**src/rtl/serial_subtractor_pkg.sv**
```systemverilog
// serial_subtractor shared types.
// FSM state encoding and counter sizing helper.
package serial_subtractor_pkg;

  typedef enum logic [1:0] {
    IDLE  = 2'd0,
    SHIFT = 2'd1,
    DONE  = 2'd2
  } state_t;

  function automatic int cnt_width(input int n);
    return (n < 2) ? 1 : $clog2(n);
  endfunction

endpackage

```
**src/rtl/serial_subtractor_bit_full_adder.sv**
```systemverilog
// One-bit full adder cell.
// The only arithmetic in the serial subtractor.
module bit_full_adder (
  input  logic a,
  input  logic b,
  input  logic cin,
  output logic s,
  output logic cout
);

  assign s    = a ^ b ^ cin;
  assign cout = (a & b) | (a & cin) | (b & cin);

endmodule

```
**src/rtl/serial_subtractor.sv**
```systemverilog
// Bit-serial signed subtractor, LSB first.
// Computes num1 - num2 as num1 + ~num2 + 1.
module serial_subtractor
  import serial_subtractor_pkg::*;
#(
  parameter int N_BITS = 8
) (
  input  logic              clock,
  input  logic              reset_n,
  input  logic              in_valid,
  output logic              in_ready,
  input  logic [N_BITS-1:0] num1,
  input  logic [N_BITS-1:0] num2,
  output logic              out_valid,
  input  logic              out_ready,
  output logic [N_BITS-1:0] diff,
  output logic              is_negative,
  output logic              is_zero,
  output logic              is_even,
  output logic              overflow,
  output logic              busy
);

  localparam int CW = cnt_width(N_BITS);
  localparam logic [CW-1:0] LAST = CW'(N_BITS - 1);

  state_t            state_q;
  logic [N_BITS-1:0] a_q;
  logic [N_BITS-1:0] b_q;
  logic [N_BITS-1:0] res_q;
  logic [N_BITS-1:0] res_d;
  logic [CW-1:0]     cnt_q;
  logic              c_q;
  logic              s;
  logic              c_out;
  logic              ovf_d;
  logic [N_BITS-1:0] diff_q;
  logic              neg_q;
  logic              zero_q;
  logic              even_q;
  logic              ovf_q;

  bit_full_adder u_fa (
    .a    (a_q[0]),
    .b    (b_q[0]),
    .cin  (c_q),
    .s    (s),
    .cout (c_out)
  );

  assign res_d = {s, res_q[N_BITS-1:1]};
  assign ovf_d = c_q ^ c_out;

  // FSM, operand shifters, carry, counter, result and flag registers
  always_ff @(posedge clock or negedge reset_n) begin
    if (!reset_n) begin
      state_q <= IDLE;
      a_q     <= '0;
      b_q     <= '0;
      res_q   <= '0;
      cnt_q   <= '0;
      c_q     <= 1'b0;
      diff_q  <= '0;
      neg_q   <= 1'b0;
      zero_q  <= 1'b0;
      even_q  <= 1'b0;
      ovf_q   <= 1'b0;
    end else begin
      unique case (state_q)
        IDLE: begin
          if (in_valid) begin
            a_q     <= num1;
            b_q     <= ~num2;
            c_q     <= 1'b1;
            cnt_q   <= '0;
            res_q   <= '0;
            state_q <= SHIFT;
          end
        end
        SHIFT: begin
          a_q   <= a_q >> 1;
          b_q   <= b_q >> 1;
          res_q <= res_d;
          c_q   <= c_out;
          cnt_q <= cnt_q + 1'b1;
          if (cnt_q == LAST) begin
            diff_q  <= res_d;
            neg_q   <= s;
            zero_q  <= (res_d == '0);
            even_q  <= ~res_d[0];
            ovf_q   <= ovf_d;
            state_q <= DONE;
          end
        end
        DONE: begin
          if (out_ready) state_q <= IDLE;
        end
        default: state_q <= IDLE;
      endcase
    end
  end

  assign in_ready    = (state_q == IDLE);
  assign busy        = (state_q == SHIFT);
  assign out_valid   = (state_q == DONE);
  assign diff        = diff_q;
  assign is_negative = neg_q;
  assign is_zero     = zero_q;
  assign is_even     = even_q;
  assign overflow    = ovf_q;

endmodule

```
**config.mk**
```make
export PLATFORM = sky130hd
export DESIGN_NAME = serial_subtractor
export DESIGN_NICKNAME = d
export VERILOG_FILES = /design/src/rtl/serial_subtractor_pkg.sv /design/src/rtl/serial_subtractor_bit_full_adder.sv /design/src/rtl/serial_subtractor.sv
export SDC_FILE = /design/constraint.sdc
export NUM_CORES = 1
export LEC_CHECK = 0
export BUFFER_PORTS_ARGS = -buffer_cell sky130_fd_sc_hd__buf_2
export CAP_MARGIN = 20
export CORE_ASPECT_RATIO = 0.7
export CORE_MARGIN = 3
export CORE_UTILIZATION = 54
export DETAILED_ROUTE_END_ITERATION = 16
export HOLD_SLACK_MARGIN = 0.15
export PLACE_DENSITY = 0.82
export SETUP_SLACK_MARGIN = 0.1
export SLEW_MARGIN = 25
export SYNTH_ARGS = -nofsm -noshare
export SYNTH_HDL_FRONTEND = slang
export SYNTH_HIERARCHICAL = 1
export SYNTH_SLANG_ARGS = --single-unit
```
**constraint.sdc**
```tcl
create_clock -name clock -period 1.8 [get_ports clock]
set_clock_uncertainty 0.15 [all_clocks]
set_input_delay 0.36 -clock clock [delete_from_list [all_inputs] [get_ports clock]]
set_output_delay 0.36 -clock clock [all_outputs]
set_load 0.01 [all_outputs]
```
==> flow_summary.json, run 1 <==
{
  "critPathKind": "flop to output pin",
  "synth-compound-area-share_pct": 24.11,
  "wl_met3_um": 200,
  "p_sw_mw": 1.256,
  "num_vias": 1327,
  "area.growth.synth_to_final_pct": 18.73,
  "regArea_um2": 1003,
  "setup_tns_ns": 0,
  "cts.sinks": 40,
  "wl_per_cell_um": 16.96,
  "yosys_warnings": 6,
  "grt_pass1_vias": 1304,
  "p_per_area_nw_per_um2": 1651,
  "combPwrFrac_pct": 37.9,
  "synth_area_leaders": "dfrtp_1 (56%), a22oi_1 (9.2%), o21ai_0 (5.3%), a22o_1 (4.4%), a2bb2oi_1 (3.9%)",
  "die_x_um": 74.83,
  "drive_gt1_share_pct": 35.83,
  "coreArea_um2": 2983,
  "synth_xor_area_share_pct": 0.4892,
  "rsz0062_at_grt": "yes",
  "max_slew_margin_pct": 67.32,
  "route.met2.wl_mm": 1.769,
  "detail-route-antenna-nets": 0,
  "internal_power_mw": 2.254,
  "vdd_drop_max_v": 0.0008820,
  "maxSlewViolCount": 0,
  "crit_buf_inv": 2,
  "avgSynthCellArea_um2": 12.10,
  "cts_made_buffers": 5,
  "cts_max_level": 2,
  "reg2reg_from": "cnt_q[0]",
  "clockBufferDepth": 2,
  "hold_end": "state_q[1]",
  "power.share.switching_pct": 35.78,
  "synth_top_area_share_pct": 55.90,
  "hp-start": "out_ready",
  "grt_use_total_pct": 21.26,
  "ys_ff_latch": 40,
  "crit_chain": "buf_4 > nor2_1 > buf_2",
  "path_max_fanout": 17,
  "netlist_area_um2": 1790,
  "first_iter_violations": 89,
  "pre_cts_slack_ns": 0.08141,
  "die_h_um": 54.18,
  "num_rows": 16,
  "dr.pass1.iters": 4,
  "grt_max_degree": 22,
  "clkPwrFrac_pct": 17.3,
  "path_clk_slew_ns": 0.07,
  "seq_area_frac_synth_pct": 55.90,
  "synth.mux.area_fraction_pct": 6.289,
  "min_period_over_period_pct": 92.73,
  "initial_utilization_pct": 60.03,
  "ys_types": 24,
  "drc_errors": 0,
  "worst_path_max_delay_cell": "dfrtp_2",
  "period_needed_ns": 1.669,
  "hold_violations": 0,
  "via_per_inst": 5.951,
  "p_leak_nw": 1.034,
  "dieArea_um2": 4054,
  "cts_tree": "yes",
  "multiInputGateArea_um2": 715.7,
  "nFillCells": 219,
  "synth_fa_ha_area_share_pct": 2.516,
  "routed_wl_mm": 3.781,
  "status": "complete, no violations",
  "max_stage_delay_ns": 0.44,
  "worstMarginPinSlew_ns": 0.4902,
  "synth_top_area_cell": "dfrtp_1",
  "highest_layer": "met4",
  "synth-simple-area-share_pct": 5.311,
  "cp-start-kind": "flop",
  "synth_top_family_by_area": "compound AO/OA/AOI/OAI gates",
  "dp_hpwl_mm": 2.648,
  "wl_met1_mm": 1.784,
  "setup_viol": 0,
  "pin_count": 35,
  "antenna_cells": 0,
  "rrSetupSlack_ns": 0.16,
  "hold_depth": 2,
  "finalWorstSetupSlack_ns": 0.1308,
  "cp_top_family": "flip-flops",
  "nets": 209,
  "end_kind": "output pin",
  "clk_latency_ns": 0.29,
  "share_seq_of_total_power_pct": 44.7,
  "portBuffers": 34,
  "critPathRequiredTime_ns": 1.29,
  "arrival_ns": 1.16,
  "clock.fmax_mhz": 599.1,
  "grt_pass1_wl_mm": 6.196,
  "r2r_end": "diff[4]",
  "reg2reg_depth": 4,
  "gp_congestion": 0.7545,
  "cap_violations": 0,
  "antenna_found_initial": 0,
  "hold_class": "input port to flop",
  "syn-num-nets": 171,
  "synthCells": 148,
  "power_mw": 3.510,
  "clockRootBuffer": "clkbuf_8",
  "grt-ovfl-total": 0
}
==> per-stage QoR <==
step                cell area [µm²]  hold WS, ns  std cells  util, %
finish                         2126       0.1608        223    71.27
global route                   2126       0.1682        223    71.27
CTS                            2105       0.1648        223    70.55
detailed placement             1974       0.2039        211    66.19
global placement               1974       0.1922        211    66.19
floorplan                      1790     -0.08559        148        -
==> logic make-up (layout without fill, tap and decap cells) <==
group | count (synthesis) | count (layout)
and+or+nand+nor | 17 | 17
AOI/OAI and AO/OA | 62 | 62
DFF | 40 | 40
buffers and inverters | 16 | 55
muxes | 9 | 9
xor gates and xnor gates | 1 | 1
adders and majority gates | 3 | 3
==> how the worst max path moves through the flow <==
stage,startpoint,endpoint,slack [ns],cells after the start
6_report,state_q[0],in_ready,0.13,3
3_5_place_dp,a_q[0],is_zero,0.08,4
2_1_floorplan,cnt_q[0],diff[0],0.22,5
4_1_cts,state_q[1],busy,0.11,3
5_1_grt,state_q[0],in_ready,0.08,3
3_3_place_gp,cnt_q[0],diff[1],0.21,4
==> cell usage in the layout (no fill, tap or decap), types with 2 or more instances in the layout <==
cell | synthesis | routed
inv_1 | 2 | 2
clkbuf_8 | 0 | 6
dfrtp_2 | 0 | 2
o21ai_0 | 19 | 19
a22o_1 | 9 | 9
nand2_1 | 7 | 7
nor2_1 | 3 | 3
a2bb2oi_1 | 8 | 8
a22oi_1 | 22 | 22
buf_4 | 1 | 6
inv_2 | 2 | 2
mux2_4 | 3 | 3
mux2_2 | 6 | 6
ha_1 | 2 | 2
buf_2 | 8 | 34
clkbuf_1 | 0 | 2
o21ai_1 | 2 | 2
dfrtp_1 | 40 | 38
==> layout make-up <==
cell class / count / area share (%)
Multi-Input combinational cell: 92 / 33.67
Sequential cell: 40 / 47.20
Inverter: 4 / 0.7063
Timing Repair Buffer: 43 / 12.07
Tap cell: 36 / 2.119
Clock buffer: 8 / 4.238
==> state kept, by name, indices dropped and copies added, names as in the netlist <==
name and cells:
a_q 8, diff 8, is_zero 1, overflow 1
is_even 1, state_q 2, c_q 1, cnt_q 3
b_q 8, res_q 7
==> synth_stat cells, drive strengths merged <==
cell type / number
dfrtp: 40
a2bb2oi: 8
o21bai: 1
nand2: 7
ha: 2
o21ai: 21
nand3b: 1
a22oi: 22
nor2b: 1
fa: 1
inv: 4
a22o: 9
buf: 12
xnor2: 1
mux2: 9
nor4: 2
nand2b: 3
a21oi: 1
nor2: 3
==> routing by layer <==
layer | GRT usage, % | vias up
met5 | 0 | -
met4 | 9.467 | 0
met3 | 5.597 | 4
met2 | 32.95 | 36
met1 | 28.17 | 659
li1 | - | 628
==> repair_timing <==
action                                  4_1_cts  5_1_grt
resized for setup                             2        6
buffers inserted                              3        0
hold endpoints to repair                     20        0
hold buffers                                  1        0
endpoints found under the setup margin        3       25
==> power by group through the flow <==
stage | registers, mW | logic [mW] | clock network (mW)
finish | 1.57 | 1.33 | 0.608
global route | 1.62 | 1.48 | 0.656
CTS | 1.56 | 1.32 | 0.620
detailed placement | 1.58 | 1.25 | 0
global placement | 1.54 | 1.18 | 0
floorplan | 1.55 | 0.900 | 0
(Power assumes the default switching activity.)
==> inputs of run 2 (changes only) <==
--- a/config.mk
+++ b/config.mk
@@ -12,7 +12,8 @@
 export CORE_UTILIZATION = 54
 export DETAILED_ROUTE_END_ITERATION = 16
 export HOLD_SLACK_MARGIN = 0.15
-export PLACE_DENSITY = 0.82
+export PLACE_DENSITY = 0.78
+export REMOVE_ABC_BUFFERS = 1
 export SETUP_SLACK_MARGIN = 0.1
 export SLEW_MARGIN = 25
 export SYNTH_ARGS = -nofsm -noshare
==> run 2 against run 1 <==
Combinational power up 6%. Largest cell class unchanged. Final area grew 2.6%. Sequential power about the same. Critical path type unchanged. Fmax hardly changed. Sequential share of layout area is 1.2 points lower. Critical endpoint is now busy.
==> flow_summary.json, run 2 (same netlist as run 1, synthesis figures left out) <==
{
  "dr.pass1.iters": 4,
  "max_stage_delay_ns": 0.45,
  "cap_violations": 0,
  "cts_max_level": 2,
  "placed_area_um2": 1997,
  "drive_gt1_share_pct": 37.31,
  "wl_per_cell_um": 17.58,
  "cp-start-kind": "flop",
  "utilization_pct": 73.15,
  "grt_max_degree": 23,
  "num_rows": 16,
  "hold-worst-slack_ns": 0.2148,
  "initial_utilization_pct": 60.03,
  "maxSlewViolCount": 0,
  "fin_cells": 229,
  "period_needed_ns": 1.670,
  "nets": 215,
  "path_clk_slew_ns": 0.08,
  "arrival_ns": 1.16,
  "finalWorstSetupSlack_ns": 0.1302,
  "dieArea_um2": 4054,
  "dp_hpwl_mm": 2.717,
  "clockBufferDepth": 2,
  "grtUsageMet1_pct": 29.25,
  "pre_cts_slack_ns": 0.1061,
  "die_h_um": 54.18,
  "grt-ovfl-total": 0,
  "gp_congestion": 0.7794,
  "critPathKind": "flop to output pin",
  "setup_tns_ns": 0,
  "clock.fmax_mhz": 598.9,
  "first_iter_violations": 82,
  "hold_class": "input port to flop",
  "crit_chain": "nand2b_4 > inv_6 > buf_2",
  "grt_use_total_pct": 21.10,
  "grt_pass1_wl_mm": 6.320,
  "grtUsageMet3_pct": 4.851,
  "via_per_inst": 6.048,
  "routed_wl_mm": 4.026,
  "pin_count": 35,
  "die_x_um": 74.83,
  "hold_violations": 0,
  "final_cell_mix": "dfrtp_1 (38), buf_2 (34), a22oi_1 (22)",
  "min_period_over_period_pct": 92.77,
  "cts_tree": "yes",
  "area.growth.synth_to_final_pct": 21.87,
  "path_max_fanout": 10,
  "p_per_area_nw_per_um2": 1643,
  "met2_usage_pct": 33.38,
  "grt_pass1_vias": 1321,
  "detail-route-antenna-nets": 0,
  "setup_viol": 0,
  "p_leak_nw": 1.059,
  "end_kind": "output pin",
  "num_vias": 1385,
  "coreArea_um2": 2983,
  "worstMarginPinSlew_ns": 0.4629,
  "clk_latency_ns": 0.29,
  "critPathRequiredTime_ns": 1.29,
  "rsz0062_at_grt": "no",
  "cts_made_buffers": 5,
  "clockRootBuffer": "clkbuf_8",
  "antenna_cells": 0,
  "portBuffers": 34,
  "worst_path_max_delay_cell": "dfrtp_2",
  "cts.sinks": 40,
  "vdd_drop_max_v": 0.0007912,
  "antenna_found_initial": 0,
  "status": "complete, no violations",
  "fin_area_um2": 2182,
  "top_usage_layer": "met2",
  "power_mw": 3.584,
  "layout_commonest_cell": "dfrtp_1",
  "max_slew_margin_pct": 69.12,
  "drc_errors": 0,
  "dp.cells": 214
}
run 2: critical path, delay by kind of cell (launching register included):
family                 cells  cell delay [ns]
buffers and inverters      2             0.24
DFF                        1             0.45
and+or+nand+nor            1             0.18
run 2: cell type report:
| class | count | area [µm²] |
|---|---|---|
| sequential | 40 | 1003 |
| inverter | 4 | 20.02 |
| tap | 36 | 45.04 |
| timing repair buffer | 48 | 296.5 |
| fill | 208 | 800.8 |
| multi-input combinational | 93 | 726.9 |
| clock buffer | 8 | 90.09 |
run 2: power breakdown:
group	leakage [nW]	internal, mW	total [mW]	switching (mW)
combinational	0.497	0.718	1.41	0.688
clock	0.0455	0.312	0.598	0.285
sequential	0.516	1.27	1.58	0.315
total	1.06	2.30	3.58	1.29
run 2: routing by layer:
layer	share of wire, %	up-vias
met3	4.8	4
li1	-	646
met5	0	-
met4	1.0	0
met2	47	31
met1	47	704
run 2: worst paths after layout:
kind                       slack [ns]  cells after the start          to       start
max                              0.13                      3        busy  state_q[1]
min                              0.21                      3      a_q[7]     num1[7]
max reg2reg                      0.21                      4     is_zero      a_q[0]
min reg2reg                      0.34                      2     is_zero     is_zero
max in group asynchronous        0.62                      3  state_q[1]     reset_n
min in group asynchronous        0.41                      2      b_q[7]     reset_n
run 2: timing repair:
item	4_1_cts	5_1_grt
setup endpoints to repair	4	10
hold buffers	2	0
buffers inserted	0	4
cloned	0	1
gates resized for setup	5	5
endpoints found under the hold margin	19	0
pin swaps	0	1
==> inputs of run 3 (changes only) <==
--- a/config.mk
+++ b/config.mk
@@ -5,14 +5,14 @@
 export SDC_FILE = /design/constraint.sdc
 export NUM_CORES = 1
 export LEC_CHECK = 0
-export BUFFER_PORTS_ARGS = -buffer_cell sky130_fd_sc_hd__buf_2
 export CAP_MARGIN = 20
 export CORE_ASPECT_RATIO = 0.7
-export CORE_MARGIN = 3
-export CORE_UTILIZATION = 54
+export CORE_MARGIN = 2
+export CORE_UTILIZATION = 55
 export DETAILED_ROUTE_END_ITERATION = 16
+export DONT_BUFFER_PORTS = 1
 export HOLD_SLACK_MARGIN = 0.15
-export PLACE_DENSITY = 0.78
+export PLACE_DENSITY = 0.7
 export REMOVE_ABC_BUFFERS = 1
 export SETUP_SLACK_MARGIN = 0.1
 export SLEW_MARGIN = 25
==> constraint.sdc (replaced) <==
create_clock -name clock -period 1.6 [get_ports clock]
set_clock_uncertainty 0.15 [all_clocks]
set_input_delay 0.32 -clock clock [delete_from_list [all_inputs] [get_ports clock]]
set_output_delay 0.32 -clock clock [all_outputs]
set_load 0.01 [all_outputs]
==> run 3 against run 2 <==
The run now ends with negative setup slack left. Sequential share of layout area fell by 3.9 points. Critical endpoint is now diff[7]. Highest routed layer unchanged. Global-route usage rose by 3.6 points. Largest power group unchanged. Utilization rose by 3.2 points. Final cell count fell by 2.6%. Register-to-register slack got worse by 0.26 ns. Sequential power rose by 20%. Hold slack improved by 0.0051 ns. Clock power rose by 14%. Non-clock buffer count fell by 8. Routed wire length rose by 12%. Via count rose by 1.1%.
==> flow_summary.json, run 3 (same netlist as run 1, synthesis figures left out) <==
{
  "critPathRequiredTime_ns": 1.65,
  "cts_max_level": 2,
  "hp-start": "in_valid",
  "maxSlewViolCount": 0,
  "hold_depth": 3,
  "combPwrFrac_pct": 42.2,
  "p_sw_mw": 1.675,
  "cts_tree": "yes",
  "crit_chain": "fa_1 > buf_4 > mux2_4",
  "final_cell_mix": "dfrtp_1 (38), dlygate4sd3_1 (18), a22oi_1 (14), o21ai_1 (14), buf_4 (14)",
  "initial_utilization_pct": 57.26,
  "failed_checks": "negative setup slack",
  "end_kind": "flop",
  "period_needed_ns": 1.654,
  "internal_power_mw": 2.773,
  "reg2reg_from": "a_q[0]",
  "max_slew_margin_pct": 69.74,
  "dr.pass1.iters": 4,
  "via_per_inst": 6.278,
  "pin_count": 35,
  "r2r_end": "diff[7]",
  "hold_violations": 0,
  "worstMarginPinSlew_ns": 0.4536,
  "grt-ovfl-total": 0,
  "antenna_cells": 0,
  "share_seq_of_total_power_pct": 42.5,
  "crit_buf_inv": 1,
  "grt_pass1_wl_mm": 6.720,
  "clockRootBuffer": "clkbuf_8",
  "num_rows": 17,
  "grt_use_total_pct": 24.69,
  "arrival_ns": 1.70,
  "layout_commonest_cell": "dfrtp_1",
  "nets": 207,
  "grt_pass1_vias": 1358,
  "worst_path_max_delay_cell": "fa_1",
  "detail-route-antenna-nets": 0,
  "fin_area_um2": 2386,
  "clock.fmax_mhz": 604.4,
  "area.growth.synth_to_final_pct": 33.26,
  "cts.sinks": 40,
  "p_leak_nw": 1.076,
  "status": "finished with violations",
  "cp-start-kind": "flop",
  "clk_latency_ns": 0.31,
  "grt_max_degree": 41,
  "hold-worst-slack_ns": 0.2199,
  "vdd_drop_max_v": 0.0008954,
  "placed_area_um2": 1827,
  "drc_errors": 0,
  "dp_hpwl_mm": 2.412,
  "gp_congestion": 0.7531,
  "wl_per_cell_um": 20.21,
  "path_depth": 3,
  "nFillCells": 176,
  "rsz0062_at_grt": "yes",
  "setup_viol": 2,
  "antenna_found_initial": 0,
  "finalWorstSetupSlack_ns": -0.05445,
  "drive_gt1_share_pct": 34.05,
  "dieArea_um2": 3735,
  "coreArea_um2": 3127,
  "power.share.switching_pct": 37.66,
  "cts_made_buffers": 5,
  "cp_top_family": "adder cells",
  "multiInputGateArea_um2": 810.8,
  "path_clk_slew_ns": 0.08,
  "clkPwrFrac_pct": 15.3,
  "max_stage_delay_ns": 0.55,
  "min_period_over_period_pct": 103.4,
  "path_max_fanout": 3,
  "regArea_um2": 1003,
  "hold_end": "cnt_q[0]",
  "routed_wl_mm": 4.506,
  "utilization_pct": 76.31,
  "first_iter_violations": 115,
  "p_per_area_nw_per_um2": 1865,
  "cap_violations": 0,
  "clockBufferDepth": 2,
  "portBuffers": 0,
  "rrSetupSlack_ns": -0.05,
  "critPathKind": "flop to flop",
  "reg2reg_depth": 3,
  "num_vias": 1400,
  "die_x_um": 72.20,
  "die_h_um": 51.74,
  "hold_class": "input port to flop"
}
[run 3: cell count changes in the layout (fill, tap and decap cells not counted), moves of 4 or more]
cell           before  now
a22oi_2             0    8
o21ai_1             2   14
a22oi_1            22   14
buf_2              34    0
o21ai_0            19    7
dlygate4sd3_1       2   18
buf_4              10   14
[run 3: final cells by class]
type                            instances  share of cell area, %
Clock inverter                          3                 0.7866
Tap cell                               38                  1.993
Inverter                                4                 0.7341
Clock buffer                            5                  2.884
Multi-Input combinational cell         93                  33.98
Sequential cell                        40                  42.06
Timing Repair Buffer                   40                  17.57
[run 3: how the worst max path moves through the flow]
| stage | start | end | slack (ns) |
|---|---|---|---|
| floorplan | state_q[1] | diff[1] | 0.04 |
| global placement | cnt_q[0] | diff[1] | 0.002 |
| detailed placement | cnt_q[0] | diff[3] | -0.04 |
| CTS | b_q[0] | diff[7] | -0.01 |
| global route | a_q[0] | diff[7] | -0.1 |
| finish | a_q[0] | diff[7] | -0.05 |
[run 3: metrics by stage]
step	TNS, ns	total power, mW	instances	setup slack [ns]
final	-0.07213	4.449	223	-0.05445
after detailed placement	-0.1550	3.094	180	-0.03957
after floorplan	0	2.628	136	0.03632
after global placement	0	3.008	180	0.002264
after global routing	-0.1682	4.718	223	-0.09510
after CTS	-0.02286	4.104	217	-0.01476
[run 3: worst reg2reg max path: stages, from the launching register on]
cell,delay (ns)
dfrtp_1,0.42
fa_1,0.55
buf_4,0.17
mux2_4,0.26
[run 3: routing by layer]
layer	vias to the layer above	global-route usage (%)	share of wire [%]
met2	55	37.46	47
met1	704	32.95	44
met3	10	8.915	6.6
met4	0	8.491	2.0
li1	631	-	-
met5	-	0	0
[run 3: power groups by stage]
stage	sequential (mW)	clock, mW	combinational, mW
after floorplan	1.79	0	0.838
after global placement	1.84	0	1.17
after detailed placement	1.87	0	1.23
after CTS	1.84	0.683	1.58
after global routing	1.95	0.733	2.04
final	1.89	0.683	1.88
[run 3: what timing repair did]
| item | in CTS | in global routing |
|---|---|---|
| endpoints found under the setup margin | 24 | 27 |
| pin swaps | 3 | 3 |
| buffers inserted | 9 | 5 |
| gates cloned | 1 | 1 |
| hold buffers | 19 | 0 |
| resized for setup | 20 | 22 |
| hold endpoints to repair | 57 | 0 |
